--- src/rtl/overlap_add_mc_if.sv ---
// Stream bundle for overlap_add_mc: sample input, history clear request,
// overlap-added output, and block/saturation status.
interface overlap_add_mc_if #(
    parameter int DATA_W = 16,
    parameter int CH_W   = 1
);
    logic              in_valid;
    logic              in_ready;
    logic [DATA_W-1:0] in_data;
    logic [CH_W-1:0]   in_ch;
    logic              clr;
    logic [CH_W-1:0]   clr_ch;
    logic              out_valid;
    logic              out_ready;
    logic [DATA_W-1:0] out_data;
    logic [CH_W-1:0]   out_ch;
    logic              frame_done;
    logic              sat_flag;

    modport master (
        output in_valid, in_data, in_ch, clr, clr_ch, out_ready,
        input  in_ready, out_valid, out_data, out_ch, frame_done, sat_flag
    );

    modport slave (
        input  in_valid, in_data, in_ch, clr, clr_ch, out_ready,
        output in_ready, out_valid, out_data, out_ch, frame_done, sat_flag
    );
endinterface

--- src/rtl/overlap_add_mc.sv ---
// Multi-channel IMDCT overlap-add: first half of each block is added to the stored
// history and emitted, second half replaces the history. Define OVERLAP_SAT_EN to clamp sums.
module overlap_add_mc #(
    parameter int DATA_W   = 16,
    parameter int HALF_LEN = 18,
    parameter int CHANNELS = 2
) (
    input  logic            clk,
    input  logic            rst_n,
    overlap_add_mc_if.slave bus
);
    localparam int CH_W  = (CHANNELS > 1) ? $clog2(CHANNELS) : 1;
    localparam int IDX_W = (HALF_LEN > 1) ? $clog2(HALF_LEN) : 1;
    localparam logic [IDX_W-1:0] LAST_IDX = IDX_W'(HALF_LEN - 1);

    typedef enum logic [1:0] {IDLE, FIRST, SECOND} state_t;

    state_t            state;
    state_t            state_next;
    logic [IDX_W-1:0]  idx;
    logic [CH_W-1:0]   cur_ch;
    logic              pend_clr;
    logic [CHANNELS-1:0] hist_vld;
    logic [DATA_W-1:0] hist [CHANNELS][HALF_LEN];

    logic              in_ready;
    logic              accept;
    logic              last;
    logic [CH_W-1:0]   blk_ch;
    logic              clr_hits_blk;
    logic              hist_live;
    logic [DATA_W-1:0] hist_rd;
    logic [DATA_W:0]   sum;
    logic [DATA_W-1:0] result;

    logic              out_valid_q;
    logic [DATA_W-1:0] out_data_q;
    logic [CH_W-1:0]   out_ch_q;
    logic              frame_done_q;

    always_ff @(posedge clk or negedge rst_n) begin
        if (!rst_n) begin
            state <= IDLE;
        end else begin
            state <= state_next;
        end
    end

    always_comb begin
        state_next = state;
        in_ready   = 1'b0;
        if (rst_n) begin
            case (state)
                IDLE, FIRST: in_ready = !out_valid_q || bus.out_ready;
                SECOND:      in_ready = 1'b1;
                default:     in_ready = 1'b0;
            endcase
        end
        accept = bus.in_valid && in_ready;
        last   = (idx == LAST_IDX);
        if (accept) begin
            case (state)
                IDLE:    state_next = last ? SECOND : FIRST;
                FIRST:   if (last) state_next = SECOND;
                SECOND:  if (last) state_next = IDLE;
                default: state_next = IDLE;
            endcase
        end
    end

    // The channel is only taken from in_ch on the first sample; a clear of that
    // same channel in that IDLE cycle must already mask the history read.
    always_comb begin
        blk_ch       = (state == IDLE) ? bus.in_ch : cur_ch;
        clr_hits_blk = bus.clr && (bus.clr_ch == blk_ch);
        hist_live    = hist_vld[blk_ch] && !((state == IDLE) && clr_hits_blk);
        hist_rd      = hist_live ? hist[blk_ch][idx] : '0;
        sum          = {hist_rd[DATA_W-1], hist_rd} + {bus.in_data[DATA_W-1], bus.in_data};
    end

`ifdef OVERLAP_SAT_EN
    localparam logic [DATA_W-1:0] MAX_POS = {1'b0, {(DATA_W-1){1'b1}}};
    localparam logic [DATA_W-1:0] MIN_NEG = {1'b1, {(DATA_W-1){1'b0}}};

    logic overflow;
    logic sat_q;

    always_comb begin
        overflow = sum[DATA_W] ^ sum[DATA_W-1];
        result   = sum[DATA_W-1:0];
        if (overflow) begin
            result = sum[DATA_W] ? MIN_NEG : MAX_POS;
        end
    end

    always_ff @(posedge clk or negedge rst_n) begin
        if (!rst_n) begin
            sat_q <= 1'b0;
        end else if (accept && (state != SECOND) && overflow) begin
            sat_q <= 1'b1;
        end
    end

    assign bus.sat_flag = sat_q;
`else
    logic sum_msb_unused;

    assign result         = sum[DATA_W-1:0];
    assign sum_msb_unused = sum[DATA_W];
    assign bus.sat_flag   = 1'b0;
`endif

    // A clear aimed at the block's own channel is held in pend_clr and wins over
    // the history store at block end; any other clear takes effect immediately.
    always_ff @(posedge clk or negedge rst_n) begin
        if (!rst_n) begin
            idx          <= '0;
            cur_ch       <= '0;
            pend_clr     <= 1'b0;
            hist_vld     <= '0;
            out_valid_q  <= 1'b0;
            out_data_q   <= '0;
            out_ch_q     <= '0;
            frame_done_q <= 1'b0;
        end else begin
            frame_done_q <= 1'b0;
            if (out_valid_q && bus.out_ready) begin
                out_valid_q <= 1'b0;
            end
            if (accept) begin
                idx <= last ? '0 : idx + 1'b1;
                if (state == IDLE) begin
                    cur_ch <= bus.in_ch;
                end
                if (state != SECOND) begin
                    out_valid_q <= 1'b1;
                    out_data_q  <= result;
                    out_ch_q    <= blk_ch;
                end
            end
            if (bus.clr) begin
                if ((state == IDLE) || !clr_hits_blk) begin
                    hist_vld[bus.clr_ch] <= 1'b0;
                end else begin
                    pend_clr <= 1'b1;
                end
            end
            if (accept && (state == SECOND) && last) begin
                hist_vld[cur_ch] <= !(pend_clr || clr_hits_blk);
                pend_clr         <= 1'b0;
                frame_done_q     <= 1'b1;
            end
        end
    end

    always_ff @(posedge clk) begin
        if (accept && (state == SECOND)) begin
            hist[cur_ch][idx] <= bus.in_data;
        end
    end

    assign bus.in_ready   = in_ready;
    assign bus.out_valid  = out_valid_q;
    assign bus.out_data   = out_data_q;
    assign bus.out_ch     = out_ch_q;
    assign bus.frame_done = frame_done_q;
endmodule

--- src/flat_wrapper.sv ---
// flat-port wrapper written by rule: the top's interface ports become plain ports
module overlap_add_mc_flat 
#(
    parameter int DATA_W   = 16,
    parameter int HALF_LEN = 18,
    parameter int CHANNELS = 2
)
  (clk, rst_n, bus_in_valid, bus_in_data, bus_in_ch, bus_clr, bus_clr_ch, bus_out_ready, bus_in_ready, bus_out_valid, bus_out_data, bus_out_ch, bus_frame_done, bus_sat_flag);
  overlap_add_mc_if #(.DATA_W(DATA_W), .CH_W(1)) bus_i ();
  input  logic clk;
  input  logic rst_n;
  input wire logic [$bits(bus_i.in_valid)-1:0] bus_in_valid;
  input wire logic [$bits(bus_i.in_data)-1:0] bus_in_data;
  input wire logic [$bits(bus_i.in_ch)-1:0] bus_in_ch;
  input wire logic [$bits(bus_i.clr)-1:0] bus_clr;
  input wire logic [$bits(bus_i.clr_ch)-1:0] bus_clr_ch;
  input wire logic [$bits(bus_i.out_ready)-1:0] bus_out_ready;
  output wire logic [$bits(bus_i.in_ready)-1:0] bus_in_ready;
  output wire logic [$bits(bus_i.out_valid)-1:0] bus_out_valid;
  output wire logic [$bits(bus_i.out_data)-1:0] bus_out_data;
  output wire logic [$bits(bus_i.out_ch)-1:0] bus_out_ch;
  output wire logic [$bits(bus_i.frame_done)-1:0] bus_frame_done;
  output wire logic [$bits(bus_i.sat_flag)-1:0] bus_sat_flag;
  assign bus_i.in_valid = bus_in_valid;
  assign bus_i.in_data = bus_in_data;
  assign bus_i.in_ch = bus_in_ch;
  assign bus_i.clr = bus_clr;
  assign bus_i.clr_ch = bus_clr_ch;
  assign bus_i.out_ready = bus_out_ready;
  assign bus_in_ready = bus_i.in_ready;
  assign bus_out_valid = bus_i.out_valid;
  assign bus_out_data = bus_i.out_data;
  assign bus_out_ch = bus_i.out_ch;
  assign bus_frame_done = bus_i.frame_done;
  assign bus_sat_flag = bus_i.sat_flag;
  overlap_add_mc #(.DATA_W(DATA_W), .HALF_LEN(HALF_LEN), .CHANNELS(CHANNELS)) u_core (.clk(clk), .rst_n(rst_n), .bus(bus_i));
endmodule
--- config.mk ---
export PLATFORM = sky130hd
export DESIGN_NAME = overlap_add_mc_flat
export DESIGN_NICKNAME = d
export VERILOG_FILES = /design/src/rtl/overlap_add_mc_if.sv /design/src/rtl/overlap_add_mc.sv /design/src/flat_wrapper.sv
export SDC_FILE = /design/constraint.sdc
export NUM_CORES = 1
export LEC_CHECK = 0
export CAP_MARGIN = 25
export CORE_UTILIZATION = 62
export DETAILED_ROUTE_END_ITERATION = 7
export MAX_ROUTING_LAYER = met4
export PLACE_DENSITY = 0.76
export SYNTH_ARGS = -nofsm -noshare
export SYNTH_HDL_FRONTEND = slang
export SYNTH_SLANG_ARGS = --single-unit
--- constraint.sdc ---
create_clock -name clk -period 6 [get_ports clk]
set_input_delay 1.5 -clock clk [delete_from_list [all_inputs] [get_ports clk]]
set_output_delay 1.5 -clock clk [all_outputs]
set_load 0.02 [all_outputs]
### Word-level counts from Yosys, hierarchy flattened

Memories as Yosys holds them, arrays and structs flattened.
Cells that the tools add are included.

| operators by class | value |
|---|---|
| multipliers | 0 |
| div/mod/pow operators | 0 |
| mux-type cells | 33 |
| $add $sub $neg | 2 |
| reductions and logical operators | 23 |
| $lt $le $gt $ge | 7 |
| equality and inequality tests | 8 |
| bitwise operators | 3 |
| shift-type cells | 0 |

Operators by type and width:

| kind | count |
|---|---|
| $mux 288 | 1 |
| $bmux 16 s5 | 1 |
| $demux 16 s5 | 1 |
| $mux 16 | 4 |
| $add 16x16->16 | 1 |
| $mux 1 | 14 |
| $mux 2 | 6 |
| $logic_and 1x1->1 | 10 |
| $ge 6x6->1 const B | 1 |
| $lt 1x2->1 const B | 3 |
| $lt 6x1->1 const B | 1 |
| $not 5->6 | 1 |
| $pmux 2 s3 | 1 |
| $add 5x1->5 const B | 1 |
| $eq 5x5->1 const B | 1 |
| $mux 5 | 1 |
| $logic_not 1->1 | 4 |
| $ne 2x1->1 const B | 2 |
| $ne 2x2->1 const B | 2 |
| $reduce_and 2->1 | 2 |
| $logic_or 1x1->1 | 3 |
| $reduce_and 3->1 | 1 |
| $and 2x2->2 | 1 |
| $bwmux 2 | 1 |
| 10 further kinds | 12 |

| storage, ports and cells | value |
|---|---|
| bits in latches | 0 |
| memory bits (read-only) | 0 |
| flip-flop bits (word level) | 30 |
| logic and storage cells | 86 |
| output and inout port bits | 21 |
| RAM bits | 576 |
| input port bits | 23 |
| memories kept | 1 |

Memories:

| name | words | width | rd ports | clocked after Yosys merged registers in | write ports | line | source |
|---|---|---|---|---|---|---|---|
| u_core.hist | 2 | 288 | 1 | 0 | 1 | overlap_add_mc.sv:24 | `logic [DATA_W-1:0] hist [CHANNELS][HALF_LEN];` |

### Longest topological paths before layout

Gate-level depths: netlist of run 1.

| depth | value |
|---|---|
| depth in word-level cells | 10 |
| depth in mapped cells | 20 |

### Least setup slack after synthesis of run 1

Ideal clock, no wire load.

| timing path | value |
|---|---|
| path type | input -> register |
| start point | in bus_in_ch |
| end point | reg u_core.out_data_q[15], in the netlist u_core.bus.out_data[15] |
| stages on the path | 18 |
| data arrival time | 5,326 ps |
| setup slack | 550 ps |
| buffers on the path | 2 |
| required time | 5,875 ps |
| setup time | 125 ps |
| cells stage by stage | a21o_1 buf_6 buf_4 mux4_2 mux4_2 mux2i_1 nor2_1 a31oi_1 nor2_1 ha_1 a211oi_1 o21bai_1 o41ai_1 o21bai_1 a31oi_1 o21ai_0 xnor3_1 mux2_2 |

| between the ends | value |
|---|---|
| word-level cells in the longest chain between the ends | 8 |

RTL lines:

| element | line | source |
|---|---|---|
| from (decl) | flat_wrapper.sv:14 | `input wire logic [$bits(bus_i.in_ch)-1:0] bus_in_ch;` |
| $mux 1 * | overlap_add_mc.sv:74 | `blk_ch = (state == IDLE) ? bus.in_ch : cur_ch;` |
| branches (longest 5 deep; another with $mem_v2 2x288) | -- |  |
| $mux 16 * | overlap_add_mc.sv:77 | `hist_rd = hist_live ? hist[blk_ch][idx] : '0;` |
| $add 16x16->16 * | overlap_add_mc.sv:78 | `sum = {hist_rd[DATA_W-1], hist_rd} + {bus.in_data[DATA_W-1], bus.in_data};` |
| to (signal assigned) | overlap_add_mc.sv:137 | `out_data_q <= result;` |
| to (decl) | overlap_add_mc.sv:37 | `logic [DATA_W-1:0] out_data_q;` |

Mark *: on every way between the ends. The select of a mux whose other input is x is not followed.
A chain may end at the register's enable or synchronous reset.

### Worst setup path in the final report of run 1

Ends and elaborated chain as after synthesis.

==> results of run 1 <==
[through the flow]
stage | std cells | util | setup slack (ns)
3_5_place_dp | 1788 | 0.677 | -0.223
2_1_floorplan | 1199 | - | 0.550
4_1_cts | 1889 | 0.723 | 0.309
6_report | 1889 | 0.723 | 0.234
3_3_place_gp | 1788 | 0.677 | -0.147
5_1_grt | 1889 | 0.723 | 0.0940
[final cells by class]
type / instances / share of cell area
Sequential cell: 606 / 0.658
Multi-Input combinational cell: 522 / 0.208
Clock buffer: 73 / 0.0568
Timing Repair Buffer: 139 / 0.0450
Tap cell: 511 / 0.0233
Clock inverter: 28 / 0.00725
Inverter: 10 / 0.00137
[where the power goes]
part	internal (W)	total (W)	leakage [nW]	switching, W
sequential	0.00475	0.00488	5.57	0.000130
combinational	0.00123	0.00279	2.51	0.00156
clock	0.00194	0.00344	0.856	0.00150
[routing by layer]
layer	vias to the layer above	track usage	share of wire	wire length (um)
li1	5179	-	-	-
met1	6641	0.442	0.38	22000
met2	828	0.469	0.47	27200
met3	136	0.0541	0.11	6110
met4	0	0.123	0.038	2160
met5	-	-	0	0
[registers in the layout (all words and copies together) (netlist names), 2 cells and up]
signal / flops
u_core.bus.out_data: 16
u_core.hist: 576
u_core.hist_vld: 2
u_core.idx: 5
u_core.state: 2
[placed cells by master (no fill, tap or decap), types with 9 or more instances in the layout]
cell	count
sky130_fd_sc_hd__a21oi_1	24
sky130_fd_sc_hd__a31oi_1	9
sky130_fd_sc_hd__buf_4	90
sky130_fd_sc_hd__clkbuf_1	11
sky130_fd_sc_hd__clkbuf_16	59
sky130_fd_sc_hd__clkdlybuf4s50_1	42
sky130_fd_sc_hd__clkinv_1	19
sky130_fd_sc_hd__dfrtp_1	28
sky130_fd_sc_hd__edfxtp_1	576
sky130_fd_sc_hd__ha_1	19
sky130_fd_sc_hd__mux2i_1	17
sky130_fd_sc_hd__mux4_2	154
sky130_fd_sc_hd__nand2_1	78
sky130_fd_sc_hd__nand3_1	12
sky130_fd_sc_hd__nor2_1	73
sky130_fd_sc_hd__o21ai_0	28
sky130_fd_sc_hd__xor2_1	9
[logic make-up (layout without fill, tap and decap cells)]
kind of cell,Yosys count,in the layout,share of synthesized area
compound gates,110,110,0.0298
xor+xnor,18,18,0.00713
fa+ha+maj,20,20,0.0107
buf+inv,71,250,0.0134
flops,606,606,0.751
mux,177,177,0.154
other cells,1,1,0.000156
simple gates,196,196,0.0341
[worst max-delay path, cell delays in order]
cell and delay (ns):
sky130_fd_sc_hd__clkdlybuf4s50_1 0.50, sky130_fd_sc_hd__a21o_4 0.30, sky130_fd_sc_hd__buf_4 0.23, sky130_fd_sc_hd__mux4_2 0.53, sky130_fd_sc_hd__mux4_2 0.49, sky130_fd_sc_hd__mux2i_1 0.18
sky130_fd_sc_hd__nor2_1 0.07, sky130_fd_sc_hd__a31oi_1 0.15, sky130_fd_sc_hd__nor2_1 0.10, sky130_fd_sc_hd__ha_1 0.30, sky130_fd_sc_hd__a211oi_1 0.27, sky130_fd_sc_hd__o21bai_1 0.16
sky130_fd_sc_hd__o41ai_1 0.33, sky130_fd_sc_hd__buf_4 0.20, sky130_fd_sc_hd__o21bai_1 0.09, sky130_fd_sc_hd__a31oi_1 0.24, sky130_fd_sc_hd__o21ai_0 0.15, sky130_fd_sc_hd__xnor3_1 0.18
sky130_fd_sc_hd__mux2_2 0.27
[worst max-delay path by stage]
stage,from,to
after global placement,bus_in_ch,u_core.bus.out_data[15]
final,bus_in_ch,u_core.bus.out_data[15]
after floorplan,bus_in_ch,u_core.bus.out_data[15]
after CTS,bus_in_ch,u_core.bus.out_data[15]
after detailed placement,bus_in_ch,u_core.bus.out_data[15]
after global routing,bus_in_ch,u_core.bus.out_data[15]
==> flow_results.org, run 1 <==
** STA
- Setup repair after global routing missed its margin :: no
- For the pin with the worst max-slew slack, the measured transition is 0.954 ns.
- Final Critical Period :: around 5.8 ns
- For the final routed database, the setup TNS stands at 0 ns.
- Worst hold margin :: 0.479 ns
- Measured against its own limit, the worst slew margin works out to 0.364.
- The final count of hold timing violations was 0.
- Based on the critical path, the design can be clocked at up to 173 MHz.
- # setup viols final :: 0
- Fin. max-slew vios :: 0
- Maximum clock skew at final layout :: 0.0162 ns
- In the finished design, the share of the clock period the worst path needs comes to 0.961.

** Drt
- In this run, the number of DRC markers left after iteration 0 of detailed routing was 1676.
- The first detailed-routing pass ran for 5 iterations.
- Remaining number of nets flagged by the antenna check after routing :: 0
- DR vias :: 12800
- Detailed-route wire length per cell :: 30.4 um
- Vias per cell :: 6.77
- After detailed routing, the number of remaining DRC violations is 0.
- Wires add up to 57.4 mm.

** Clock network
- Clock latency on the worst-skew pair :: 0.62 ns
- CTS root buffer :: sky130_fd_sc_hd__clkbuf_16
- Maximum count of clock buffers along a single path :: 3
- TritonCTS built the clock tree.
- Gates resized, CTS repair :: 0
- Counting the buffers created by CTS gives 57.
- Post-CTS Hold Buffers :: 0
- The tree built by TritonCTS fans out to 606 sinks.
- Once the clock tree was built, the setup fixing pass inserted 0 buffers.
- The H-tree was split into 2 levels.
- Clock-pin slew was measured on the worst setup and hold paths at 0.06 ns.

** Critical path
- Setup Crit Path Kind :: in -> reg
- Signal arrival time at the worst endpoint :: approximately 6.3 ns
- Startpoint kind of the worst setup timing path :: primary input
- For flop-to-flop paths, the worst setup slack is 0.60 ns.
- In this run the critical register-to-register path is captured at u_core.bus.out_data[15].
- Of all nets on the critical path, the largest fanout is 13.
- Worst Reg-to-Reg Cells :: 19
- At the worst endpoint, the required time is 6.50 ns.
- R2r startpoint :: u_core.state[0]
- STA classifies the critical path endpoint as a flop.

** Placed design
- Half-perimeter wire length of the detailed placement result :: 33.9 mm
- At the end of routability-driven placement, the weighted congestion stood at ~0.95.
- Summing all placed instances gives a cell area of 25700 sq um.
- Buffers placed on the I/O ports in this run total 42.

** Finish
- Sequential cell area in the final layout :: 18100 sq um
- Filler cells :: 2180
- From synthesis to final layout, the design area changed by 14.1%.
- The repair_antennas step left the layout with diodes totalling 0.
- Layout Nets :: 1379
- Area of combinational cells with multiple inputs :: 5720 sq um
- In the final layout, the share of cells above drive strength 1 is 0.247.
- Summing all non-filler instances in the final layout gives an area of 27400 sq um.

** Logic synthesis
- Yosys instantiated no cell more often than sky130_fd_sc_hd__edfxtp_1.
- Post-Syn Nets :: ~1200
- sky130_fd_sc_hd__edfxtp_1 takes more of the synthesized area than any other cell.
- Commonest cells post-synth :: 576 x sky130_fd_sc_hd__edfxtp_1, 154 x sky130_fd_sc_hd__mux4_2, 78 x sky130_fd_sc_hd__nand2_1, 76 x sky130_fd_sc_hd__nor2_1, 38 x sky130_fd_sc_hd__clkbuf_1
- Gate Count Post-Synth :: 1199
- In the post-synthesis netlist, the biggest area contributors are sky130_fd_sc_hd__edfxtp_1 72%, sky130_fd_sc_hd__mux4_2 14%, sky130_fd_sc_hd__dfrtp_1 3.1%.
- Sequential share of the synthesized area :: 0.751
- In the synthesized netlist the async set-or-reset flop fraction comes to 0.0495.
- The synthesized netlist contains 51 unique library cells.
- In this run the cell area of the synthesized design comes to 24000 sq um.
- Number of enable-type register cells in the synthesized netlist :: ~580
- In this run, synthesis produced a sequential element count of 606.
- Averaged over all synthesized cells, the footprint is 20.1 sq um.
- Among all flip-flop cells after synthesis, the most frequent one is sky130_fd_sc_hd__edfxtp_1.
- Yosys printed 0 warnings.
- Top cell type's share of synthesized area :: 0.719

** Worst hold path
- The worst hold path passes through 2 cells.
- Worst Min Path Start :: u_core.bus.out_data[9]
- In this run the worst hold path is classified as reg -> reg.
- The worst hold path terminates at u_core.bus.out_data[9].

** Global routing
- Total congestion overflow after global routing :: 0
- The via count of the first global-routing pass came to about 13000.
- First-pass GRT wire length :: 83.8 mm
- Initial antenna violation count :: 1
- GRT Util Overall :: 0.315
- Pin count of the biggest net entering global routing :: 57

** Run status
- Outcome :: completed

** Floorplan
- The die is 199 um tall.
- Starting density of the core :: 0.634
- The die covers 39600 sq um.
- In this run the standard cell core region covers 37900 sq um.
- In this run the core area contains 71 standard-cell rows.
- The floorplan step set the die width to between 150 and 200 um.
- For this design the top-level I/O count stands at 44.

** Flow run
- Number of maximum-capacitance violations :: 0

** Power and ir drop
- Dividing total power by cell area gives a power density of 405 nW/um^2.
- For this design the static power due to leakage is 8.94 nW.
- Total chip power :: 0.0111 W
- Peak supply drop :: 0.252 mV
Note: power is estimated with default switching activity, not from simulation.
==> inputs of run 2 (changes only) <==
REMOVE_ABC_BUFFERS = 1   (was not set)
==> run 2 against run 1 <==
Effect of this change: worst setup slack improved by 0.057 ns; global-route usage up 1.3 points; sequential share of layout area shrank 0.64 points; count of clock-buffer cells in the layout decreased by 5; clock skew fell by 0.0061 ns; first-iteration DRC count decreased by 6.3%; core utilization increased by 0.71 points; register-to-register slack got worse by 0.07 ns; die area stayed put; final cell count rose by 1.7%; worst hold slack gained 0.0052 ns; critical path type unchanged; critical endpoint unchanged; highest routed layer unchanged.
==> flow_results.org, run 2 (synthesis gave the netlist of run 1 again) <==
** Power and ir drop
- The completed layout was analyzed and its total power is between 0.01 and 0.015 W.
- Reported net switching power :: ~0.0033 W
- Of the total power, combinational logic draws 0.255.
- The analysis attributes to cell leakage a power of between 9 and 10 nW.
- Internal power summed over all cells :: 0.00808 W
- Of the total power, registers draw 0.433.
- Of the total power, the share spent switching nets is 0.287.
- Pwr Density :: 409 nW/um^2
- VDD sags by at most just under 0.3 mV.
- Of the total power, the clock network draws 0.313.

** Floorplan
- Full die area :: between 30000 and 40000 sq um
- In this run the core area contains slightly above 70 standard-cell rows.
- Starting density of the core :: 0.634
- Placeable Area :: around 38000 sq um
- Top-Level Pins :: 44
- The floorplan step set the die height to 199 um.
- Chip Width :: 199 um

** Drt
- # DRC :: 0
- For this block, the initial DRC count from the detailed router was ~1600.
- Vias per cell :: 6.64
- DR vias :: about 13000
- The first detailed-routing pass took 6 iterations.
- The count of nets left with antenna violations once routing finished came out at 0.
- The routed design has 59.9 mm of wire.
- Detailed-route wire length per cell :: 31.2 um

** STA
- Final Critical Period :: approximately 5.7 ns
- Final number of hold-violating endpoints :: 0
- The worst pin sits at a relative slew slack of 0.346.
- Setup violations remaining at the end of the flow were counted as 0.
- In the finished design, the share of the clock period the worst path needs comes to 0.951.
- For the pin with the worst max-slew slack, the measured transition is 0.981 ns.
- For the final routed database, the setup TNS stands at 0 ns.
- On the final layout, the worst clock skew is 0.0101 ns.
- Setup repair after global routing missed its margin :: no
- Based on the critical path, the design can be clocked at up to approximately 180 MHz.
- Fin. max-slew vios :: 0

** Worst hold path
- Depth of the worst hold-timing path :: 2
- Worst Min Path Start :: u_core.bus.out_ch
- The worst hold path belongs to the class reg -> reg.
- For hold timing, the worst endpoint is u_core.bus.out_ch.

** Global routing
- Via count of the first global-routing pass :: 12700
- Met2 track utilization from global routing :: 0.504
- Total congestion overflow after global routing :: 0
- For this run, global-route usage on met1 was measured as 0.438.
- In the global route stage, overall resource usage came out at 0.328.
- In the global route stage, met3 resource usage came out at 0.0631.
- After global routing, the most crowded layer is met2.
- First-pass GRT wire length :: 86.5 mm
- Initial antenna violation count :: 0
- Entering global routing, the biggest net connects 51 pins.

** Clock network
- The tree built by TritonCTS fans out to 606 sinks.
- Post-CTS setup repair buffer count :: 0
- TritonCTS clock tree :: yes
- Maximum count of clock buffers along a single path :: 3
- CTS root buffer :: sky130_fd_sc_hd__clkbuf_16
- The number of clock buffers added by TritonCTS is 58.
- In this run, post-CTS repair resized a total of 0 instances.
- Clock latency on the worst-skew pair :: 0.61 ns
- The H-tree was split into 2 levels.
- After clock tree synthesis, the clock-pin slew on the worst setup and hold paths is 0.06 ns.
- Post-CTS Hold Buffers :: 0

** Placed design
- GPL Wtd Cong :: 0.981
- Detailed placement ended at an HPWL of 35.2 mm.
- Once placement finished, the instance area stood at between 20000 and 30000 sq um.
- Port buffering added 42 buffers.
- Number of cells after detailed placement :: 1810

** Critical path
- Worst Reg-to-Reg Cells :: 20
- In this run the critical register-to-register path is launched from u_core.state[0].
- Category of the worst setup path capture point :: flop
- At the worst endpoint, the arrival time is 6.20 ns.
- Startpoint kind of the worst setup timing path :: primary input
- Maximum fanout along the worst path :: 7
- At the worst endpoint, the required time is 6.49 ns.
- Reg2Reg Capture Point :: u_core.bus.out_data[15]
- Flop-to-flop setup slack :: 0.53 ns
- The critical path in this run is classified as in -> reg.

** Finish
- Non-filler cells, final :: 1921
- The library cell used most frequently in the layout, excluding fill and tap cells, is sky130_fd_sc_hd__edfxtp_1.
- Register ranked first by flip-flop count :: u_core.hist
- The register with the most flip-flops in the layout has approximately 580 of them.
- Area added between synthesis and finish :: 15.2%
- Once layout is done, the placed cells without fillers occupy 27700 sq um.
- Layout Nets :: approximately 1400
- Most frequent cells in the layout :: 576 x sky130_fd_sc_hd__edfxtp_1, 154 x sky130_fd_sc_hd__mux4_2, 113 x sky130_fd_sc_hd__buf_4
- In the final layout, the share of cells above drive strength 1 is 0.268.

** Run status
- The flow ran to the end, and the final reports show no timing, DRC or antenna violations.

** Flow run
- Max-cap violations in this run came to 0.
-- run 2: through the flow --
| step | utilization | worst slack (ns) | hold WS (ns) |
|---|---|---|---|
| 2_1_floorplan | - | -3.37 | 0.463 |
| 3_3_place_gp | 0.681 | -0.194 | 0.463 |
| 3_5_place_dp | 0.681 | -0.266 | 0.471 |
| 4_1_cts | 0.730 | 0.325 | 0.487 |
| 5_1_grt | 0.730 | 0.0541 | 0.510 |
| 6_report | 0.731 | 0.292 | 0.484 |
-- run 2: layout make-up --
type	instances	area, sq um
antenna	1	2.50
tap	511	639
sequential	606	18100
fill	2195	10200
timing repair buffer	162	1400
inverter	10	37.5
clock inverter	41	338
clock buffer	68	1510
multi-input combinational	522	5730
-- run 2: metal layers --
layer / wire (um) / share of wire
met1: 22400 / 0.37
met2: 29100 / 0.49
met3: 6010 / 0.10
met4: 2410 / 0.040
met5: 0 / 0
-- run 2: worst max-delay path, stage by stage --
cell and delay [ns]:
sky130_fd_sc_hd__clkdlybuf4s50_1 0.53, sky130_fd_sc_hd__a21o_4 0.25, sky130_fd_sc_hd__buf_4 0.21, sky130_fd_sc_hd__mux4_2 0.51, sky130_fd_sc_hd__mux4_2 0.51, sky130_fd_sc_hd__mux2i_1 0.17, sky130_fd_sc_hd__buf_4 0.15, sky130_fd_sc_hd__nor2_1 0.04
sky130_fd_sc_hd__a31oi_1 0.17, sky130_fd_sc_hd__nor2_1 0.07, sky130_fd_sc_hd__ha_1 0.33, sky130_fd_sc_hd__a211oi_1 0.21, sky130_fd_sc_hd__o21bai_1 0.12, sky130_fd_sc_hd__o41ai_1 0.33, sky130_fd_sc_hd__buf_4 0.18, sky130_fd_sc_hd__o21bai_1 0.08
sky130_fd_sc_hd__a31oi_1 0.23, sky130_fd_sc_hd__o21ai_0 0.13, sky130_fd_sc_hd__xnor3_1 0.20, sky130_fd_sc_hd__mux2_2 0.26
-- run 2: worst max-delay path by stage --
| stage | startpoint | end | slack, ns | depth (start not counted) |
|---|---|---|---|---|
| after global routing | bus_in_ch | u_core.bus.out_data[14] | 0.05 | 19 |
| after detailed placement | bus_in_ch | u_core.bus.out_data[15] | -0.27 | 20 |
| after floorplan | bus_in_ch | u_core.bus.out_data[15] | -3.37 | 16 |
| final | bus_in_ch | u_core.bus.out_data[15] | 0.29 | 20 |
| after CTS | bus_in_ch | u_core.bus.out_data[14] | 0.32 | 19 |
| after global placement | bus_in_ch | u_core.bus.out_data[15] | -0.19 | 20 |
-- run 2: power groups by stage --
stage               clock (W)  sequential, W  combinational, W
floorplan                   0        0.00504           0.00163
global placement            0        0.00498           0.00278
detailed placement          0        0.00498           0.00282
CTS                   0.00358        0.00490           0.00286
global route          0.00373        0.00491           0.00306
finish                0.00354        0.00490           0.00289
